**src/rtl/if_pkg.sv**
```systemverilog
// -----------------------------------------------------------------------------
// if_pkg
// Shared definitions for the instruction-fetch stage:
//   - if_state_t   : fetch FSM state encoding
//   - NOP          : instruction word used for bubbles
//   - JIDX_MSB     : top bit of the j/jal jump index field
//   - OPC_MSB/LSB  : opcode field position
//   - jump_target(): j/jal target from IF/ID PC+4 and the jump index
// -----------------------------------------------------------------------------
package if_pkg;

    typedef enum logic [1:0] {
        ST_BOOT       = 2'd0,
        ST_FETCH      = 2'd1,
        ST_HOLD       = 2'd2,
        ST_REDIR_WAIT = 2'd3
    } if_state_t;

    localparam logic [31:0] NOP      = 32'h0000_0000;
    localparam int          JIDX_MSB = 25;
    localparam int          OPC_MSB  = 31;
    localparam int          OPC_LSB  = 26;

    // j/jal keep the 256 MB region of the delay-slot PC.
    function automatic logic [31:0] jump_target(input logic [31:0]       pc4,
                                                input logic [JIDX_MSB:0] jidx);
        return {pc4[31:28], jidx, 2'b00};
    endfunction

endpackage

```
**src/rtl/if_redirect_sel.sv**
```systemverilog
// -----------------------------------------------------------------------------
// if_redirect_sel
// Combinational redirect selection for the fetch stage.
// Ports:
//   stall          in   hazard stall; ID controls are stale while high
//   PCSrc          in   taken branch in ID
//   Jump           in   j/jal in ID
//   JumpR          in   jr/jalr in ID
//   branch_target  in   branch target from ID
//   jr_target      in   forwarded rs value
//   jump_index     in   IF/ID instruction [25:0]
//   ifid_pc4       in   IF/ID PC+4
//   redirect_valid out  a redirect is requested this cycle
//   target         out  selected redirect address (JumpR > Jump > PCSrc)
// -----------------------------------------------------------------------------
module if_redirect_sel
    import if_pkg::*;
(
    input  logic              stall,
    input  logic              PCSrc,
    input  logic              Jump,
    input  logic              JumpR,
    input  logic [31:0]       branch_target,
    input  logic [31:0]       jr_target,
    input  logic [JIDX_MSB:0] jump_index,
    input  logic [31:0]       ifid_pc4,
    output logic              redirect_valid,
    output logic [31:0]       target
);

    always_comb begin
        redirect_valid = !stall && (JumpR || Jump || PCSrc);
        target         = branch_target;
        if (JumpR) begin
            target = jr_target;
        end else if (Jump) begin
            target = jump_target(ifid_pc4, jump_index);
        end
    end

endmodule

```
**src/rtl/if_stage.sv**
```systemverilog
// -----------------------------------------------------------------------------
// if_stage
// Instruction-fetch stage: PC, I-cache request handshake, IF/ID register.
// Ports:
//   clk, rst_n              clock (rising edge), async active-low reset
//   stall                   freeze PC and IF/ID (hazard unit / D-cache)
//   PCSrc, branch_target    taken branch and its target from ID
//   Jump                    j/jal in ID (target built from IF/ID)
//   JumpR, jr_target        jr/jalr in ID and forwarded rs
//   IF_Flush                squash the instruction being fetched
//   ic_read, ic_addr        I-cache request and word-aligned byte address
//   ic_stall, ic_rdata      I-cache busy and returned instruction
//   pc                      current fetch PC
//   IFID_inst/pc4/valid     IF/ID pipeline register (valid=0 is a bubble)
// -----------------------------------------------------------------------------
module if_stage
    import if_pkg::*;
#(
    parameter logic [31:0] RESET_PC = 32'h0000_0000
)(
    input  logic        clk,
    input  logic        rst_n,
    input  logic        stall,
    input  logic        PCSrc,
    input  logic [31:0] branch_target,
    input  logic        Jump,
    input  logic        JumpR,
    input  logic [31:0] jr_target,
    input  logic        IF_Flush,
    output logic        ic_read,
    output logic [31:0] ic_addr,
    input  logic        ic_stall,
    input  logic [31:0] ic_rdata,
    output logic [31:0] pc,
    output logic [31:0] IFID_inst,
    output logic [31:0] IFID_pc4,
    output logic        IFID_valid
);

    if_state_t   state_reg;
    logic [31:0] pc_reg;
    logic        ic_read_reg;
    logic [31:0] ifid_inst_reg;
    logic [31:0] ifid_pc4_reg;
    logic        ifid_valid_reg;
    logic [31:0] hold_inst_reg;
    logic [31:0] hold_pc4_reg;
    logic [31:0] redir_pc_reg;

    logic        redirect_valid;
    logic [31:0] redirect_target;
    logic [31:0] pc_plus4;
    logic        flush;

    assign pc_plus4 = pc_reg + 32'd4;
    // ID controls are only meaningful when the pipeline is not stalled.
    assign flush    = IF_Flush && !stall;

    if_redirect_sel u_redirect_sel (
        .stall          (stall),
        .PCSrc          (PCSrc),
        .Jump           (Jump),
        .JumpR          (JumpR),
        .branch_target  (branch_target),
        .jr_target      (jr_target),
        .jump_index     (ifid_inst_reg[JIDX_MSB:0]),
        .ifid_pc4       (ifid_pc4_reg),
        .redirect_valid (redirect_valid),
        .target         (redirect_target)
    );

    // A bubble clears instruction and valid; IFID_pc4 is left as is since
    // nothing downstream uses it when valid=0.
    always_ff @(posedge clk or negedge rst_n) begin
        if (!rst_n) begin
            state_reg      <= ST_BOOT;
            pc_reg         <= RESET_PC;
            ic_read_reg    <= 1'b0;
            ifid_inst_reg  <= NOP;
            ifid_pc4_reg   <= 32'h0;
            ifid_valid_reg <= 1'b0;
            hold_inst_reg  <= NOP;
            hold_pc4_reg   <= 32'h0;
            redir_pc_reg   <= RESET_PC;
        end else begin
            case (state_reg)
                ST_BOOT: begin
                    state_reg   <= ST_FETCH;
                    ic_read_reg <= 1'b1;
                end

                ST_FETCH: begin
                    if (redirect_valid) begin
                        ifid_inst_reg  <= NOP;
                        ifid_valid_reg <= 1'b0;
                        if (!ic_stall) begin
                            pc_reg <= redirect_target;
                        end else begin
                            // Request in flight cannot be aborted: keep ic_addr
                            // stable and remember where to go afterwards.
                            redir_pc_reg <= redirect_target;
                            state_reg    <= ST_REDIR_WAIT;
                        end
                    end else if (stall) begin
                        if (!ic_stall) begin
                            // Data arrives while ID cannot take it: park it.
                            hold_inst_reg <= ic_rdata;
                            hold_pc4_reg  <= pc_plus4;
                            pc_reg        <= pc_plus4;
                            state_reg     <= ST_HOLD;
                            ic_read_reg   <= 1'b0;
                        end
                    end else if (!ic_stall) begin
                        pc_reg <= pc_plus4;
                        if (flush) begin
                            ifid_inst_reg  <= NOP;
                            ifid_valid_reg <= 1'b0;
                        end else begin
                            ifid_inst_reg  <= ic_rdata;
                            ifid_pc4_reg   <= pc_plus4;
                            ifid_valid_reg <= 1'b1;
                        end
                    end else begin
                        ifid_inst_reg  <= NOP;
                        ifid_valid_reg <= 1'b0;
                    end
                end

                ST_HOLD: begin
                    if (!stall) begin
                        state_reg   <= ST_FETCH;
                        ic_read_reg <= 1'b1;
                        if (redirect_valid) begin
                            pc_reg         <= redirect_target;
                            ifid_inst_reg  <= NOP;
                            ifid_valid_reg <= 1'b0;
                        end else if (flush) begin
                            ifid_inst_reg  <= NOP;
                            ifid_valid_reg <= 1'b0;
                        end else begin
                            ifid_inst_reg  <= hold_inst_reg;
                            ifid_pc4_reg   <= hold_pc4_reg;
                            ifid_valid_reg <= 1'b1;
                        end
                    end
                end

                ST_REDIR_WAIT: begin
                    if (!stall) begin
                        ifid_inst_reg  <= NOP;
                        ifid_valid_reg <= 1'b0;
                    end
                    if (!ic_stall) begin
                        // Stale data is dropped; a redirect arriving in this
                        // very cycle is the most recent and wins.
                        pc_reg    <= redirect_valid ? redirect_target : redir_pc_reg;
                        state_reg <= ST_FETCH;
                    end else if (redirect_valid) begin
                        redir_pc_reg <= redirect_target;
                    end
                end

                default: begin
                    state_reg   <= ST_BOOT;
                    ic_read_reg <= 1'b0;
                end
            endcase
        end
    end

    assign ic_read    = ic_read_reg;
    assign ic_addr    = pc_reg;
    assign pc         = pc_reg;
    assign IFID_inst  = ifid_inst_reg;
    assign IFID_pc4   = ifid_pc4_reg;
    assign IFID_valid = ifid_valid_reg;

endmodule

```
**config.mk**
```make
export PLATFORM = sky130hd
export DESIGN_NAME = if_stage
export DESIGN_NICKNAME = d
export VERILOG_FILES = /design/src/rtl/if_pkg.sv /design/src/rtl/if_redirect_sel.sv /design/src/rtl/if_stage.sv
export SDC_FILE = /design/constraint.sdc
export NUM_CORES = 1
export LEC_CHECK = 0
export BUFFER_PORTS_ARGS = -buffer_cell sky130_fd_sc_hd__buf_4
export CAP_MARGIN = 20
export CELL_PAD_IN_SITES_DETAIL_PLACEMENT = 0
export CELL_PAD_IN_SITES_GLOBAL_PLACEMENT = 1
export CORE_MARGIN = 1
export CORE_UTILIZATION = 45
export DETAILED_ROUTE_END_ITERATION = 16
export GPL_TIMING_DRIVEN = 1
export HOLD_SLACK_MARGIN = 0.1
export PLACE_DENSITY_LB_ADDON = 0.3
export REMOVE_ABC_BUFFERS = 1
export SYNTH_ARGS = -nofsm -noshare
export SYNTH_HDL_FRONTEND = slang
export SYNTH_HIERARCHICAL = 1
export SYNTH_SLANG_ARGS = --single-unit
```
**constraint.sdc**
```tcl
create_clock -name clk -period 3.1 [get_ports clk]
set_clock_uncertainty 0.2 [all_clocks]
set_input_delay 0.62 -clock clk [delete_from_list [all_inputs] [get_ports clk]]
set_output_delay 0.62 -clock clk [all_outputs]
set_load 0.03 [all_outputs]
```
# Word-level counts from Yosys, hierarchy flattened
# Index checks and enable logic that the tools add are counted.
dict set report word_totals {
  latchBits 0
  register_bits 196
  mem_bits_ro 0
  elab_cells 101
  ram_bits 0
  memories 0
}
dict set report classes {
  order_cmp 0
  eq_ne 21
  n_mux 51
  mul 0
  reduce_logical 17
  addsub 1
  bitwise 2
  div 0
  n_shift 0
}
# op n
set ops {}
lappend ops {{32-bit two-way mux} 27}
lappend ops {{32-bit case mux with 3 select lines} 2}
lappend ops {{32-bit case mux with 2 select lines} 2}
lappend ops {{32-bit by 3-bit adder with 32-bit output (second input constant)} 1}
lappend ops {{2-bit != test (second input constant)} 14}
lappend ops {{5-bit AND reduction} 3}
lappend ops {{2-bit two-way mux} 6}
lappend ops {{3-bit != test (second input constant)} 4}
lappend ops {{4-bit AND reduction} 3}
lappend ops {{1-bit two-way mux} 11}
lappend ops {{2-bit case mux with 4 select lines} 1}
lappend ops {{8-bit AND reduction} 1}
lappend ops {{1-bit case mux with 3 select lines} 2}
lappend ops {{3-bit nonzero test} 2}
lappend ops {{2-bit equality test (second input constant)} 2}
lappend ops {{2-bit nonzero test} 2}
lappend ops {{2-bit by 1-bit equality test with 1-bit output (second input constant)} 1}
lappend ops {{1-bit logical AND} 2}
lappend ops {{2-bit zero test} 1}
lappend ops {{1-bit logical OR} 2}
lappend ops {{1-bit inverter} 2}
lappend ops {{1-bit zero test} 1}

# Longest topological paths before layout
# Gate-level depths: netlist (run 1).
dict set report depth {
  ltp_word 7
  ltp_mapped 12
  depth_no_buf 7
}

# Cells and area by module
# The synthesis (run 1) kept the hierarchy.
# module area_per_inst_um2 instances seq_area_each_um2 cells_each
set by_module_without_submodules {}
lappend by_module_without_submodules {if_stage 9699.3 1 4904.7 936}
lappend by_module_without_submodules {if_redirect_sel 705.7 1 0.0 106}

# Worst setup path after synthesis (run 1)
# No wires, ideal clock.
dict set report synth_path {
  path_kind {input port to flip-flop}
  from {in Jump}
  to {reg hold_pc4_reg[10]}
  arrival_ns 2.345
  path_slack_ns 0.419
  required_ns 2.764
  setup_ns 0.136
  cell_stages 12
  n_path_buf 5
  path_cell_list {buf_6 -> buf_12 -> nor3_1 -> nor2_1 -> buf_2 -> nor2b_1 -> nand2b_1 -> nand3b_1 -> buf_2 -> buf_2 -> nand2_1 -> o21ai_0}
}
dict set report synth_between {
  elab_chain_cells 5
}
# element line_no
set synth_rtl {}
lappend synth_rtl {{from (decl)} if_stage.sv:26} ;# input logic Jump,
lappend synth_rtl {{1-bit logical OR (2 in series)} if_redirect_sel.sv:32} ;# redirect_valid = !stall && (JumpR || Jump || PCSrc);
lappend synth_rtl {{1-bit logical AND} if_redirect_sel.sv:32}
lappend synth_rtl {{named net redirect_valid} if_stage.sv:50} ;# logic redirect_valid;
lappend synth_rtl {{1-bit inverter (no line)} --}
lappend synth_rtl {{4-bit AND reduction (no line)} --}
lappend synth_rtl {{to (signal assigned)} if_stage.sv:108} ;# hold_pc4_reg <= pc_plus4;
lappend synth_rtl {{to (decl)} if_stage.sv:47} ;# logic [31:0] hold_pc4_reg;
# The timed path passes the listed nets, and every way through them passes these cells.
# A chain may end at the register's enable or synchronous reset.

# Worst setup path after layout (run 1)
dict set report layout_path {
  from {reg state_reg[0]}
  to {reg pc_reg[15], in the netlist ic_addr[15]}
}
dict set report layout_between {
  elab_chain_cells 3
}
# element line_no
set layout_rtl {}
lappend layout_rtl {{from (decl)} if_stage.sv:40} ;# if_state_t state_reg;
lappend layout_rtl {{from (signal assigned)} if_stage.sv:76} ;# state_reg <= ST_BOOT;
lappend layout_rtl {{from (signal assigned)} if_stage.sv:88} ;# state_reg <= ST_FETCH;
lappend layout_rtl {{from (signal assigned)} if_stage.sv:102} ;# state_reg <= ST_REDIR_WAIT;
lappend layout_rtl {{2-bit equality test / 2-bit by 1-bit equality test with 1-bit output (equally long branches)} if_stage.sv:86} ;# case (state_reg)
lappend layout_rtl {{2-bit != test (no line) / 3-bit nonzero test (equally long branches)} --}
lappend layout_rtl {{5-bit AND reduction (no line)} --}
lappend layout_rtl {{to (signal assigned)} if_stage.sv:97} ;# pc_reg <= redirect_target;
lappend layout_rtl {{to (signal assigned)} if_stage.sv:109} ;# pc_reg <= pc_plus4;
lappend layout_rtl {{to (signal assigned)} if_stage.sv:114} ;# pc_reg <= pc_plus4;
lappend layout_rtl {{to (decl)} if_stage.sv:41} ;# logic [31:0] pc_reg;
# Parallel ways exist; a longest one is shown, timed or not.

==> impl_metrics.yaml, run 1 <==
run_status:
  outcome: "complete, no violations"
detailed_routing:
  drt-total-wl_mm: 27.5
  drt_iter0_markers: 497
  vias: 8376
  drc: 0
  wl_per_cell_um: 18.3
  viasPerCell: 5.57
  antenna_left: 0
  dr.pass1.iters: 6
placed_design:
  dp_cells: 1471
  gp_congestion: 0.797
  dp_hpwl_mm: 19.3
  io_buffers: 233
  dp_slack_ns: 0.125
cts:
  cts_tree: "built"
  post_cts_resized: 0
  ctsLongestPathBuffers: 2
  clkTransAtPathRegs_ns: 0.08
  cts_hold_buf: 1
  cts_buffers: 17
  clk-insertion-delay-late_ns: 0.44
  htree_levels: 4
  cts_setup_buffers: 0
  cts_sinks: 196
  root_buffer: "clkbuf_16"
sta:
  fmax_mhz: 394
  setup-tns-final_ns: 0
  relSlewSlack_pct: 43.5
  tightest_slew_ns: 0.846
  rsz0062_at_grt: "no"
  hold_viol: 0
  worst_slack_ns: 0.560
  min_period_ns: 2.54
  setup_viol: 0
  drv_slew: 0
  finalCritPeriodShare_pct: 81.9
  whs_ns: 0.216
finish:
  seq_area_um2: 4900
  fillCellCount: 2042
  area_growth_pct: 22.6
  final_util_pct: 56.4
  instances_no_fill: 1503
  num_antenna_cells: 0
  drive_above_1_share_pct: 32.1
  multi_input_area_um2: 4840
  nets: 1311
synthesis:
  synthMuxAreaShare_pct: 12.2
  synth_top_family_by_area: "compound AO/OA/AOI/OAI gates"
  synth.area.top_cells: "dfrtp_1 (47%), mux2_2 (8.1%), mux2i_1 (4.0%)"
  synth-seq-cells: 196
  synth_top_cell_area_share_pct: 47.1
  synth-compound-area-share_pct: 18.6
  synth_most_common_cell: "dfrtp_1"
  synth_fa_ha_area_share_pct: 0.120
  syn_area_per_cell_um2: 9.99
  ys_seq_area_share_pct: 47.1
  synth_xor_area_share_pct: 2.19
  syn-cell-area_um2: 10400
  synth_edf_count: 0
  yosysUniqueCellTypes: 63
  yosysTopAreaCell: "dfrtp_1"
  netlist_instances: 1042
  synthFlopType: "dfrtp_1"
  synthTopCellsByCount: "dfrtp_1 (196), nand2_1 (108), mux2_2 (75), a21oi_1 (66), nor2_1 (66)"
  async_reset_ff_share_pct: 100
  yosys.area_share.simple_pct: 12.9
  ys_warn_count: 6
global_routing:
  overflow: 0
  grt_antenna_before_repair: 0
  grt_pass1_vias: 7913
  grt_pass1_wl_mm: 44.0
  grt_usage_pct: 23.8
  grt_max_degree: 74
die:
  fp.dieH_um: 154
  dieArea_um2: 23700
  start_util_pct: 46.0
  ioPinCount: 234
  die_w_um: 154
  num_rows: 55
  coreArea_um2: 22600
power:
  powerDensity_nw_per_um2: 760
  ir_drop_v: 0.000440
  power_leakage_nw: 5.84
setup_path:
  critPathMaxFanout: 23
  worst_setup_path_start_kind: "flop"
  r2r_slack_ns: 0.56
  worstSetupEndpointType: "flop"
  cp.arrival_ns: 2.64
  regToRegStartpoint: "state_reg[0]"
  r2r_end: "ic_addr[15]"
  crit_type: "reg2reg"
  required_ns: 3.20
  worstRegToRegCells: 4
min_path:
  hold_path_class: "in2reg"
  hp-start: "ic_rdata[4]"
  holdPathEnd: "hold_inst_reg[4]"
  hold_depth: 2
job:
  maxCapViolCount: 0
==> worst max-delay path, stage by stage (launching register included) <==
cell and delay [ns]:
dfrtp_1 0.65, inv_1 0.53, a22o_1 0.35, a221oi_1 0.55, a21oi_1 0.14
==> final cells by class <==
cell class	instances	share of cell area, %
tap	285	2.79
timing repair buffer	261	16.1
multi-input combinational	718	38.0
inverter	12	0.353
clock inverter	13	0.902
clock buffer	18	3.44
sequential	196	38.4
==> through the flow <==
stage	total power, mW	instance area (um2)
finish	9.70	12800
CTS	9.78	12800
detailed placement	7.65	12200
floorplan	6.15	9740
global route	10.2	12800
global placement	7.55	12200
==> how the worst max path moves through the flow <==
| stage | start | to |
|---|---|---|
| 2_1_floorplan | Jump | hold_inst_reg[0] |
| 3_3_place_gp | Jump | IFID_pc4[30] |
| 3_5_place_dp | Jump | IFID_pc4[21] |
| 4_1_cts | Jump | IFID_pc4[21] |
| 5_1_grt | state_reg[1] | ic_addr[17] |
| 6_report | state_reg[0] | ic_addr[15] |
==> kinds of logic (layout without fill, tap and decap cells) <==
family          count (synthesis)  count (layout)
flops                         196             196
buf+inv                       128             304
xor+xnor                       26              26
mux                           117             117
compound gates                305             305
simple gates                  269             269
fa+ha+maj                       1               1
==> cell usage in the layout, fill, tap and decap left out, drive strengths merged, types with 3 or more instances in the layout <==
cell	Yosys	final
a211oi	4	4
a21o	5	5
a21oi	67	67
a221oi	5	5
a22o	24	24
a22oi	44	44
and3	6	6
and4	4	4
buf	81	259
clkbuf	35	19
clkinv	0	4
dfrtp	196	196
inv	12	19
mux2	75	75
mux2i	42	42
nand2	108	108
nand2b	5	5
nand3	34	34
nand4	9	9
nor2	67	67
nor2b	8	8
nor3	11	11
nor3b	4	4
nor4	8	8
o211ai	12	12
o21ai	98	98
o22a	3	3
o22ai	16	16
o31a	11	11
xnor2	16	16
xor2	10	10
==> power by group <==
part	switching, mW	total (mW)	leakage, nW	internal [mW]
Combinational	2.08	3.56	3.14	1.48
Sequential	0.677	4.02	2.43	3.34
Clock	1.05	2.12	0.270	1.07
Total	3.81	9.70	5.84	5.89
==> layer usage <==
| metal | up-vias | track usage (%) | wire length [um] |
|---|---|---|---|
| met5 | - | 0 | 0 |
| met4 | 0 | 6.29 | 359 |
| met3 | 26 | 3.97 | 1300 |
| met2 | 227 | 37.1 | 12700 |
| met1 | 4060 | 34.3 | 13100 |
| li1 | 4063 | - | - |
Power figures use the tool's default switching activity.
==> inputs of run 2 (changes only) <==
--- a/config.mk
+++ b/config.mk
@@ -10,7 +10,7 @@
 export CELL_PAD_IN_SITES_DETAIL_PLACEMENT = 0
 export CELL_PAD_IN_SITES_GLOBAL_PLACEMENT = 1
 export CORE_MARGIN = 1
-export CORE_UTILIZATION = 45
+export CORE_UTILIZATION = 38
 export DETAILED_ROUTE_END_ITERATION = 16
 export GPL_TIMING_DRIVEN = 1
 export HOLD_SLACK_MARGIN = 0.1
==> constraint.sdc (replaced) <==
create_clock -name clk -period 2.2 [get_ports clk]
set_clock_uncertainty 0.2 [all_clocks]
set_input_delay 0.44 -clock clk [delete_from_list [all_inputs] [get_ports clk]]
set_output_delay 0.44 -clock clk [all_outputs]
set_load 0.03 [all_outputs]
==> run 2 against run 1 <==
  * Critical path depth up 3
  * Sequential power grew 36%
  * Worst setup slack lost 0.43 ns
  * Power is 46% higher
  * Flip-flop and latch count stayed put
  * Largest cell class unchanged
  * Largest power group is now combinational logic
==> impl_metrics.yaml, run 2 (synthesis results as in run 1) <==
run_status:
  outcome: "complete, no violations"
detailed_routing:
  drt-total-wl_mm: 30.2
  viasPerCell: 5.28
  wl_per_cell_um: 17.9
  antenna_left: 0
  dr.pass1.iters: 5
  vias: 8893
  drc: 0
  drt_iter0_markers: 449
sta:
  relSlewSlack_pct: 68.9
  drv_slew: 0
  min_period_ns: 2.07
  rsz0062_at_grt: "no"
  finalCritPeriodShare_pct: 94.3
  worst_slack_ns: 0.126
  setup-tns-final_ns: 0
  tightest_slew_ns: 0.467
  hold_viol: 0
  setup_viol: 0
  fmax_mhz: 482
global_routing:
  grt_pass1_wl_mm: 48.0
  grt_max_degree: 74
  grt_pass1_vias: 8760
  grt_usage_pct: 21.8
  overflow: 0
  grt_antenna_before_repair: 1
power:
  power_leakage_nw: 6.48
  comb_power_share_pct: 40.1
  p_int_mw: 8.65
  ir_drop_v: 0.000408
  powerDensity_nw_per_um2: 1020
  clockPowerShare_pct: 21.4
  swShare_pct: 39.0
  seq_power_share_pct: 38.5
  switchingPower_mw: 5.54
die:
  die_w_um: 167
  ioPinCount: 234
  fp.dieH_um: 167
  num_rows: 60
  dieArea_um2: 28000
  coreArea_um2: 26900
  start_util_pct: 38.7
setup_path:
  cp.arrival_ns: 2.18
  regToRegStartpoint: "state_reg[0]"
  worstRegToRegCells: 7
  worstSetupEndpointType: "flop"
  critPathMaxFanout: 9
  worst_setup_path_start_kind: "flop"
  required_ns: 2.31
  crit_type: "reg2reg"
  r2r_slack_ns: 0.13
  r2r_end: "ic_addr[11]"
cts:
  cts_tree: "built"
  clkTransAtPathRegs_ns: 0.08
  ctsLongestPathBuffers: 2
  cts_sinks: 196
  htree_levels: 4
  root_buffer: "clkbuf_16"
  clk-insertion-delay-late_ns: 0.44
  cts_buffers: 17
placed_design:
  dp_cells: 1618
  io_buffers: 233
  dp_hpwl_mm: 21.7
  gp_congestion: 0.826
  place_area_um2: 13100
  dp_slack_ns: -0.234
finish:
  instances_no_fill: 1683
  nets: 1434
  fillCellCount: 2549
  drive_above_1_share_pct: 36.1
  final_area_um2: 14000
  final_common_cell: "buf_4"
  area_growth_pct: 34.3
  final_util_pct: 52.0
  final_cell_mix: "buf_4 (334), dfrtp_1 (196), nand2_1 (108)"
job:
  maxCapViolCount: 0
min_path:
  hold_path_class: "in2async"
[run 2: stage by stage]
stage / power, mW / hold slack (ns)
floorplan: 8.67 / -0.0556
global placement: 11.0 / 0.0790
detailed placement: 11.2 / 0.0783
CTS: 14.3 / 0.178
global route: 15.0 / 0.177
finish: 14.2 / 0.179
[run 2: power groups by stage]
stage | logic [mW] | clock network [mW] | registers (mW)
3_5_place_dp | 5.65 | 0 | 5.53
6_report | 5.68 | 3.04 | 5.45
2_1_floorplan | 1.81 | 0 | 6.86
5_1_grt | 6.13 | 3.25 | 5.61
4_1_cts | 5.71 | 3.11 | 5.46
3_3_place_gp | 5.56 | 0 | 5.48
[run 2: what timing repair did]
item | in CTS | in global routing
buffers inserted | 0 | 0
resized for setup | 0 | 4
hold buffers | 33 | 0
endpoints found under the hold margin | 233 | 0
setup endpoints to repair | 0 | 6
[run 2: worst max-delay path by stage]
stage	slack, ns	to	start	depth (start not counted)
detailed placement	-0.23	ic_addr[15]	Jump	10
finish	0.13	ic_addr[11]	state_reg[0]	7
global route	0.0003	IFID_pc4[25]	ic_addr[2]	6
global placement	-0.17	ic_addr[15]	Jump	10
CTS	0.07	ic_addr[15]	state_reg[0]	7
floorplan	-2.99	hold_inst_reg[0]	Jump	6
[run 2: final cells by class]
cell class	instances	area [um2]	share of cell area [%]
inverters	12	45.0	0.322
well taps	341	427	3.05
repair buffers	384	3170	22.7
clock buffers	19	443	3.17
multi-input cells	718	4860	34.8
clock inverters	12	113	0.806
diodes	1	2.50	0.0179
flip-flops and latches	196	4900	35.1
[run 2: critical path: stages, from the launching register on]
cell	delay [ns]
dfrtp_1	0.48
buf_4	0.22
inv_1	0.06
buf_4	0.17
a22o_1	0.21
a22oi_1	0.30
o31a_1	0.22
o22ai_1	0.09
[run 2: layer usage]
layer  global-route usage (%)  wire length (um)  up-vias
met5                        0                 0        -
met4                     7.18               569        0
met3                     3.07              1040       30
met2                     34.2             14000      229
met1                     31.0             14600     4334
li1                         -                 -     4300
